===== src/rtl/bcd4_to_bin.sv =====
// -----------------------------------------------------------------------------
// bcd4_to_bin
//   Sequential converter from four packed BCD digits to an unsigned binary
//   value in the range 0..9999. Horner accumulation (acc = acc*10 + digit)
//   consumes one digit per clock, most significant digit first.
//
//   A start pulse seen in IDLE latches the digits. Four clocks later a
//   one-cycle done pulse marks value/err as valid. If any latched digit is
//   greater than 9, value is forced to 0 and err is set. value and err hold
//   their last results until the next conversion completes.
//
// Ports
//   clk    in   1        system clock, all logic on posedge
//   rst    in   1        synchronous, active-high reset
//   start  in   1        request conversion; sampled only in IDLE
//   A      in   4        thousands digit (BCD)
//   B      in   4        hundreds digit (BCD)
//   C      in   4        tens digit (BCD)
//   D      in   4        units digit (BCD)
//   value  out  VALUE_W  binary result; holds until next completed conversion
//   busy   out  1        high while a conversion is in progress
//   done   out  1        one-cycle pulse: value/err valid
//   err    out  1        set with done if any latched digit > 9
//
// Parameters
//   VALUE_W  width of value; must be >= 14 because 9999 needs 14 bits
// -----------------------------------------------------------------------------
module bcd4_to_bin #(
  parameter int VALUE_W = 14
) (
  input  logic               clk,
  input  logic               rst,
  input  logic               start,
  input  logic [3:0]         A,
  input  logic [3:0]         B,
  input  logic [3:0]         C,
  input  logic [3:0]         D,
  output logic [VALUE_W-1:0] value,
  output logic               busy,
  output logic               done,
  output logic               err
);

  typedef enum logic {
    IDLE = 1'b0,
    CONV = 1'b1
  } state_t;

  state_t state;
  state_t state_next;

  // Latched digits, index 0 = thousands ... index 3 = units.
  logic [3:0]         dig [4];
  logic [1:0]         idx;
  logic [VALUE_W-1:0] acc;
  logic               err_pending;

  logic               accept;
  logic               last_step;
  logic [VALUE_W-1:0] acc_step;
  logic               any_invalid;

  assign accept      = (state == IDLE) && start;
  assign last_step   = (state == CONV) && (idx == 2'd3);
  assign any_invalid = (A > 4'd9) || (B > 4'd9) || (C > 4'd9) || (D > 4'd9);

  // acc*10 built from two shifts so no multiplier is inferred. An invalid
  // digit may wrap this sum; that result is discarded at the final step.
  assign acc_step = (acc << 3) + (acc << 1) + {{(VALUE_W-4){1'b0}}, dig[idx]};

  // ---------------------------------------------------------------------------
  // State register
  // ---------------------------------------------------------------------------
  // NOTE: sequential state is updated with non-blocking assignments so every
  // flop samples the pre-edge values, independent of statement order.
  always_ff @(posedge clk) begin
    if (rst) begin
      state <= IDLE;
    end else begin
      state <= state_next;
    end
  end

  // ---------------------------------------------------------------------------
  // Next-state logic
  // ---------------------------------------------------------------------------
  // NOTE: the default assignment at the top keeps every path driven, which
  // prevents a latch from being inferred.
  always_comb begin
    state_next = state;
    unique case (state)
      IDLE: if (start) state_next = CONV;
      CONV: if (idx == 2'd3) state_next = IDLE;
      default: state_next = IDLE;
    endcase
  end

  // ---------------------------------------------------------------------------
  // Datapath and outputs
  // ---------------------------------------------------------------------------
  // The digit latches are only four small registers, so they are cleared on
  // reset along with everything else.
  always_ff @(posedge clk) begin
    if (rst) begin
      for (int i = 0; i < 4; i++) dig[i] <= '0;
      idx         <= '0;
      acc         <= '0;
      err_pending <= 1'b0;
      value       <= '0;
      busy        <= 1'b0;
      done        <= 1'b0;
      err         <= 1'b0;
    end else begin
      // done only rises on the final step; it drops on every other edge.
      done <= last_step;

      if (accept) begin
        dig[0]      <= A;
        dig[1]      <= B;
        dig[2]      <= C;
        dig[3]      <= D;
        err_pending <= any_invalid;
        acc         <= '0;
        idx         <= '0;
        busy        <= 1'b1;
      end else if (state == CONV) begin
        acc <= acc_step;
        idx <= idx + 2'd1;
        if (last_step) begin
          value <= err_pending ? '0 : acc_step;
          err   <= err_pending;
          busy  <= 1'b0;
        end
      end
    end
  end

endmodule


===== config.mk =====
export PLATFORM = sky130hd
export DESIGN_NAME = bcd4_to_bin
export DESIGN_NICKNAME = d
export VERILOG_FILES = /design/src/rtl/bcd4_to_bin.sv
export SDC_FILE = /design/constraint.sdc
export NUM_CORES = 1
export LEC_CHECK = 0
export CORE_MARGIN = 2
export CORE_UTILIZATION = 60
export CTS_BUF_LIST = sky130_fd_sc_hd__clkbuf_4
export DETAILED_ROUTE_END_ITERATION = 10
export HOLD_SLACK_MARGIN = 0.15
export PLACE_DENSITY = 0.86
export SLEW_MARGIN = 20
export SYNTH_ARGS = -nofsm -noshare
export SYNTH_HDL_FRONTEND = slang
export SYNTH_SLANG_ARGS = --single-unit

===== constraint.sdc =====
create_clock -name clk -period 4.92 [get_ports clk]
set_clock_uncertainty 0.05 [all_clocks]
set_input_delay 0.984 -clock clk [delete_from_list [all_inputs] [get_ports clk]]
set_output_delay 0.984 -clock clk [all_outputs]
set_load 0.03 [all_outputs]

== Word-level counts from Yosys, hierarchy flattened ==
Memories as Yosys holds them, arrays and structs flattened. A register that Yosys moved wholly into a read port is not among the register bits.
Cells that the tools add are included.

* Register bits: 34
* Bits in writable memories: 16
* Bits of input ports: 19
* Output and inout bits: 17
* Logic and storage cells: 51
* Memories: 1

* Add/sub/neg operators: 3
* Magnitude comparators: 4
* Equal/unequal tests: 1
* Mux-type cells: 18
* Bitwise operators: 6
* Reduce and logical (&&, ||, !) cells: 10

{| class="wikitable"
|+ Memories
! name !! words !! bits a word !! rd ports !! clocked after Yosys merged registers in !! wr ports !! RTL line !! text
|-
| dig || 4 || 4 || 1 || 1 || 4 || 53 || <nowiki>logic [3:0] dig [4];</nowiki>
|}

{| class="wikitable"
|+ Operators by type and width
! operator !! count
|-
| 4-bit greater-than comparator, second input constant || 4
|-
| 4-bit two-way mux || 4
|-
| 14-bit adder || 1
|-
| 14-bit by 4-bit adder with 14-bit output || 1
|-
| 14-bit two-way mux || 1
|-
| 1-bit two-way mux || 10
|-
| 2-bit two-way mux || 2
|-
| 1-bit bitwise OR || 4
|-
| 2-bit nonzero test || 2
|-
| 1-bit logical OR || 3
|-
| 3-bit AND reduction || 1
|-
| 2-bit by 1-bit adder with 2-bit output, second input constant || 1
|-
| 2-bit equality test, second input constant || 1
|-
| 1-bit logical AND || 2
|-
| 1-bit NOT || 2
|-
| 1-bit case mux with 2 select lines || 1
|-
| 2-bit AND reduction || 1
|-
| 2-bit OR reduction || 1
|}

== Longest topological paths before layout ==
* Word-level depth: 6
* Mapped depth: 10
* Gate-level depth less buffers: 10

== Least setup slack after synthesis ==
No wires, ideal clock.

* Kind: register to register
* Start: reg (tool-made name)
* End: reg value[12]
* Setup time: 0.117 ns
* Arrival: 2.803 ns
* Required time: 4.753 ns
* Slack: 1.950 ns
* Cell stages (with the launch flop): 10
* Buffers on the path: 0
* Clock period less this slack: 2.970 ns
* Cells stage by stage: dfxtp_1 mux4_2 inv_1 fa_1 fa_1 nor2b_1 o2111ai_1 a21boi_1 o21ai_0 a32o_1

{| class="wikitable"
|+ RTL lines
! element !! RTL line !! text
|-
| to (signal assigned) || 130 || <nowiki>value <= err_pending ? '0 : acc_step;</nowiki>
|-
| to (decl) || 38 || <nowiki>output logic [VALUE_W-1:0] value,</nowiki>
|}

==> flow_summary.rst <==
.. list-table::
   :header-rows: 1

   * - Metric
     - Value
   * - Total grt overflow
     - 0
   * - Startpoint class of the critical path
     - register
   * - Fmax
     - 296 MHz
   * - Final Non-Filler Cells
     - 348
   * - Post-CTS Hold Fix Bufs
     - 0
   * - Combinational share of power
     - 0.131
   * - Share of the clock period used by the worst path
     - 0.686
   * - Yosys warns
     - 0
   * - Number of global-route vias before repair
     - 2098
   * - Area Overhead vs Synth
     - 16.8%
   * - Clock power frac
     - 0.251
   * - Slew @ Worst Pin
     - 1.02 ns
   * - Max Cap Viol
     - 0
   * - Switch share
     - 0.250
   * - Post-DP HPWL
     - 4.17 mm
   * - Category of the most critical setup path
     - reg -> reg
   * - Netlist Area Pre-Place
     - 0.00273 mm²
   * - Slew HR
     - 0.320
   * - Worst EP required
     - 5.15 ns
   * - Number of H-tree branching levels
     - 2
   * - Proportion of synthesized flip-flops having asynchronous set or reset
     - 0
   * - Average via count per standard cell
     - 5.97
   * - Synthesized instance count
     - 259
   * - Wire length of the first global-routing pass
     - 9.46 mm
   * - CTS sink count
     - 52
   * - Synth Net Count
     - 303
   * - Count of nets after finishing
     - 339
   * - Top flip-flop cell by instance count after synthesis
     - dfxtp_1
   * - CTS tree
     - yes
   * - Fraction of layout instances using a drive strength above 1
     - 0.0676
   * - Clock Tree Root
     - clkbuf_4
   * - Number of CTS-inserted buffers
     - 5
   * - Crit path time final
     - 3.38 ns
   * - Resized cells post-CTS
     - 0
   * - Total Negative Setup Slacks
     - 0 ns
   * - Buffer depth of the longest clock path
     - 2
   * - Iteration-0 DRC Markers
     - 142
   * - Initial cell density of the core
     - 0.627
   * - Maximum number of pins on one net before global-route repair
     - 34
   * - Setup Buffers After CTS
     - 0
   * - Buffers added on ports
     - 35
   * - Final hold violations
     - 0
   * - Remaining antenna violation count after routing
     - 0
   * - Wire length per cell after detailed routing
     - 15.9 µm
   * - Leak Pwr
     - 1.31 nW
   * - Outcome
     - finished clean
   * - Power Dens Cells
     - 238 mW/mm²
   * - Placement Rows
     - 24
   * - Global Route met1 Usage
     - 0.313
   * - Mean post-synth cell area
     - 10.5 µm²
   * - Met3 usage
     - 0.0520
   * - Sequential share of power
     - 0.618
   * - Hold crit path type
     - reg -> reg
   * - Final Wtd Congestion
     - 0.898
   * - Count of flip-flops with a built-in enable after synthesis
     - 16
   * - Die Y-Extent
     - 71.4 µm
   * - Sequential area share after synthesis
     - 0.440
   * - Hold Path Origin
     - err$_SDFFE_PP0P_
   * - Vias
     - 2077
   * - Area of the die
     - 0.00510 mm²
   * - Die Wd
     - 71.4 µm
   * - GR Util met2
     - 0.396
   * - Number of remaining DRC errors
     - 0
   * - Number of placed I/O pins
     - 36
   * - Critical path endpoint category
     - register
   * - Placed insts
     - 340
   * - Total routed wirelength
     - 5.52 mm
   * - Synth Register Bits
     - 52
   * - Maximum vdd drop
     - 0.000238 V
   * - Count of endpoints failing setup in the final report
     - 0
   * - Detailed-router iteration count before antenna repair
     - 4
   * - Number of library cell types mapped by synthesis
     - 47
   * - Number of antenna violations at the first check in global routing
     - 0
   * - Area of the core
     - 0.00435 mm²
   * - Global-route usage over all layers
     - 0.240
   * - Most heavily used metal layer in global routing
     - met2
   * - Internal power summed over all cells
     - 0.000568 W
   * - Clock-pin slew of the registers on the worst-case setup and hold paths
     - 0.15 ns
   * - Signal arrival time at the worst endpoint
     - 3.61 ns
   * - Max-slew violations
     - 0
   * - Number of antenna repair diodes
     - 0
   * - Worst-skew pair later-pin latency
     - 0.37 ns
   * - Switching power total
     - 0.000190 W
   * - Unrepaired setup endpoints after global routing
     - false
   * - Largest driver fanout on the critical path
     - 4
[layout make-up]
cell class	count	area, µm²
clock buffer	6	45.0
clock inverter	2	12.5
fill	316	1170
inverter	9	33.8
multi-input combinational	189	1460
sequential	52	1200
tap	52	65.1
timing repair buffer	38	373
[cell families after synthesis]
logic type,count (synthesis),share of synthesized area
AO/OA/AOI/OAI,61,0.163
XOR/XNOR,6,0.0193
adder cells (fa/ha/maj),25,0.120
buffers and inverters,18,0.0284
flip-flops,52,0.440
multiplexers,11,0.0587
AND/OR/NAND/NOR,86,0.171
[critical path, cell delays in order (launching register included)]
cell and delay (ns):
dfxtp_1 0.49, mux4_2 0.53, inv_1 0.08, fa_1 0.45, fa_1 0.48, nor2b_1 0.22, o2111ai_1 0.19, a21boi_1 0.36
o21ai_0 0.17, a32o_1 0.28
[final timing paths]
check,to,slack [ns],cells after the start
hold reg to reg,err$_SDFFE_PP0P_,0.42,2
setup reg to reg,value[12]$_SDFFE_PP0P_,1.54,9
hold / removal,err$_SDFFE_PP0P_,0.42,2
setup / recovery,value[12]$_SDFFE_PP0P_,1.54,9
[cell usage in the layout, fill, tap and decap left out, types with 2 or more instances in the layout]
master	count
a21o_1	3
a32o_1	5
or4_1	2
ha_1	23
xnor2_1	6
buf_4	3
nor3_1	2
o21a_1	4
nor2_1	19
mux4_2	4
nand3_1	10
a21oi_1	10
inv_1	9
nand2_1	12
nor2b_1	2
clkdlybuf4s50_1	35
fa_1	2
mux2i_1	7
nand2b_1	4
edfxtp_1	16
dfxtp_1	36
and2_1	16
nor3b_1	3
a22o_1	6
or3_1	8
nand3b_1	4
o21ai_0	17
clkbuf_4	6
a211oi_1	3
[cell usage after synthesis (all sizes together) (7+ instances only)]
master / number / area share
and2: 17 / 0.040
mux2i: 7 / 0.026
o21ai: 18 / 0.033
ha: 23 / 0.11
a21oi: 11 / 0.022
nand2: 12 / 0.017
inv: 9 / 0.012
edfxtp: 16 / 0.18
nor2: 19 / 0.026
nand3: 10 / 0.018
or3: 8 / 0.018
dfxtp: 36 / 0.26
[layer usage]
layer	wire (µm)	part of all wire
met3	205	0.037
met2	2710	0.49
met4	104	0.019
met5	0	0
met1	2500	0.45
[power groups by stage]
stage / Combinational [W] / Clock [W] / Sequential, W
4_1_cts: 0.0000991 / 0.000196 / 0.000469
6_report: 0.0000991 / 0.000190 / 0.000468
3_5_place_dp: 0.0000988 / 0 / 0.000478
2_1_floorplan: 0.0000647 / 0 / 0.000477
5_1_grt: 0.000110 / 0.000209 / 0.000471
3_3_place_gp: 0.0000953 / 0 / 0.000477
[sequential cells by signal (all words and copies together), names as in the netlist, named ones only]
name         count
idx              2
err              1
err_pending      1
state            1
done             1
dig             16
acc             13
value           14
busy             1
[metrics by stage]
stage	hold WS, ns	cell area [µm²]	total power (W)	setup WS, ns	utilization
after floorplan	0.417	2730	0.000541	1.95	-
after global placement	0.389	3130	0.000573	1.66	0.719
after detailed placement	0.399	3130	0.000577	1.55	0.719
after CTS	0.424	3190	0.000764	1.55	0.732
after global routing	0.445	3190	0.000789	1.30	0.732
final	0.419	3190	0.000757	1.54	0.732
Power figures use the tool's default switching activity.
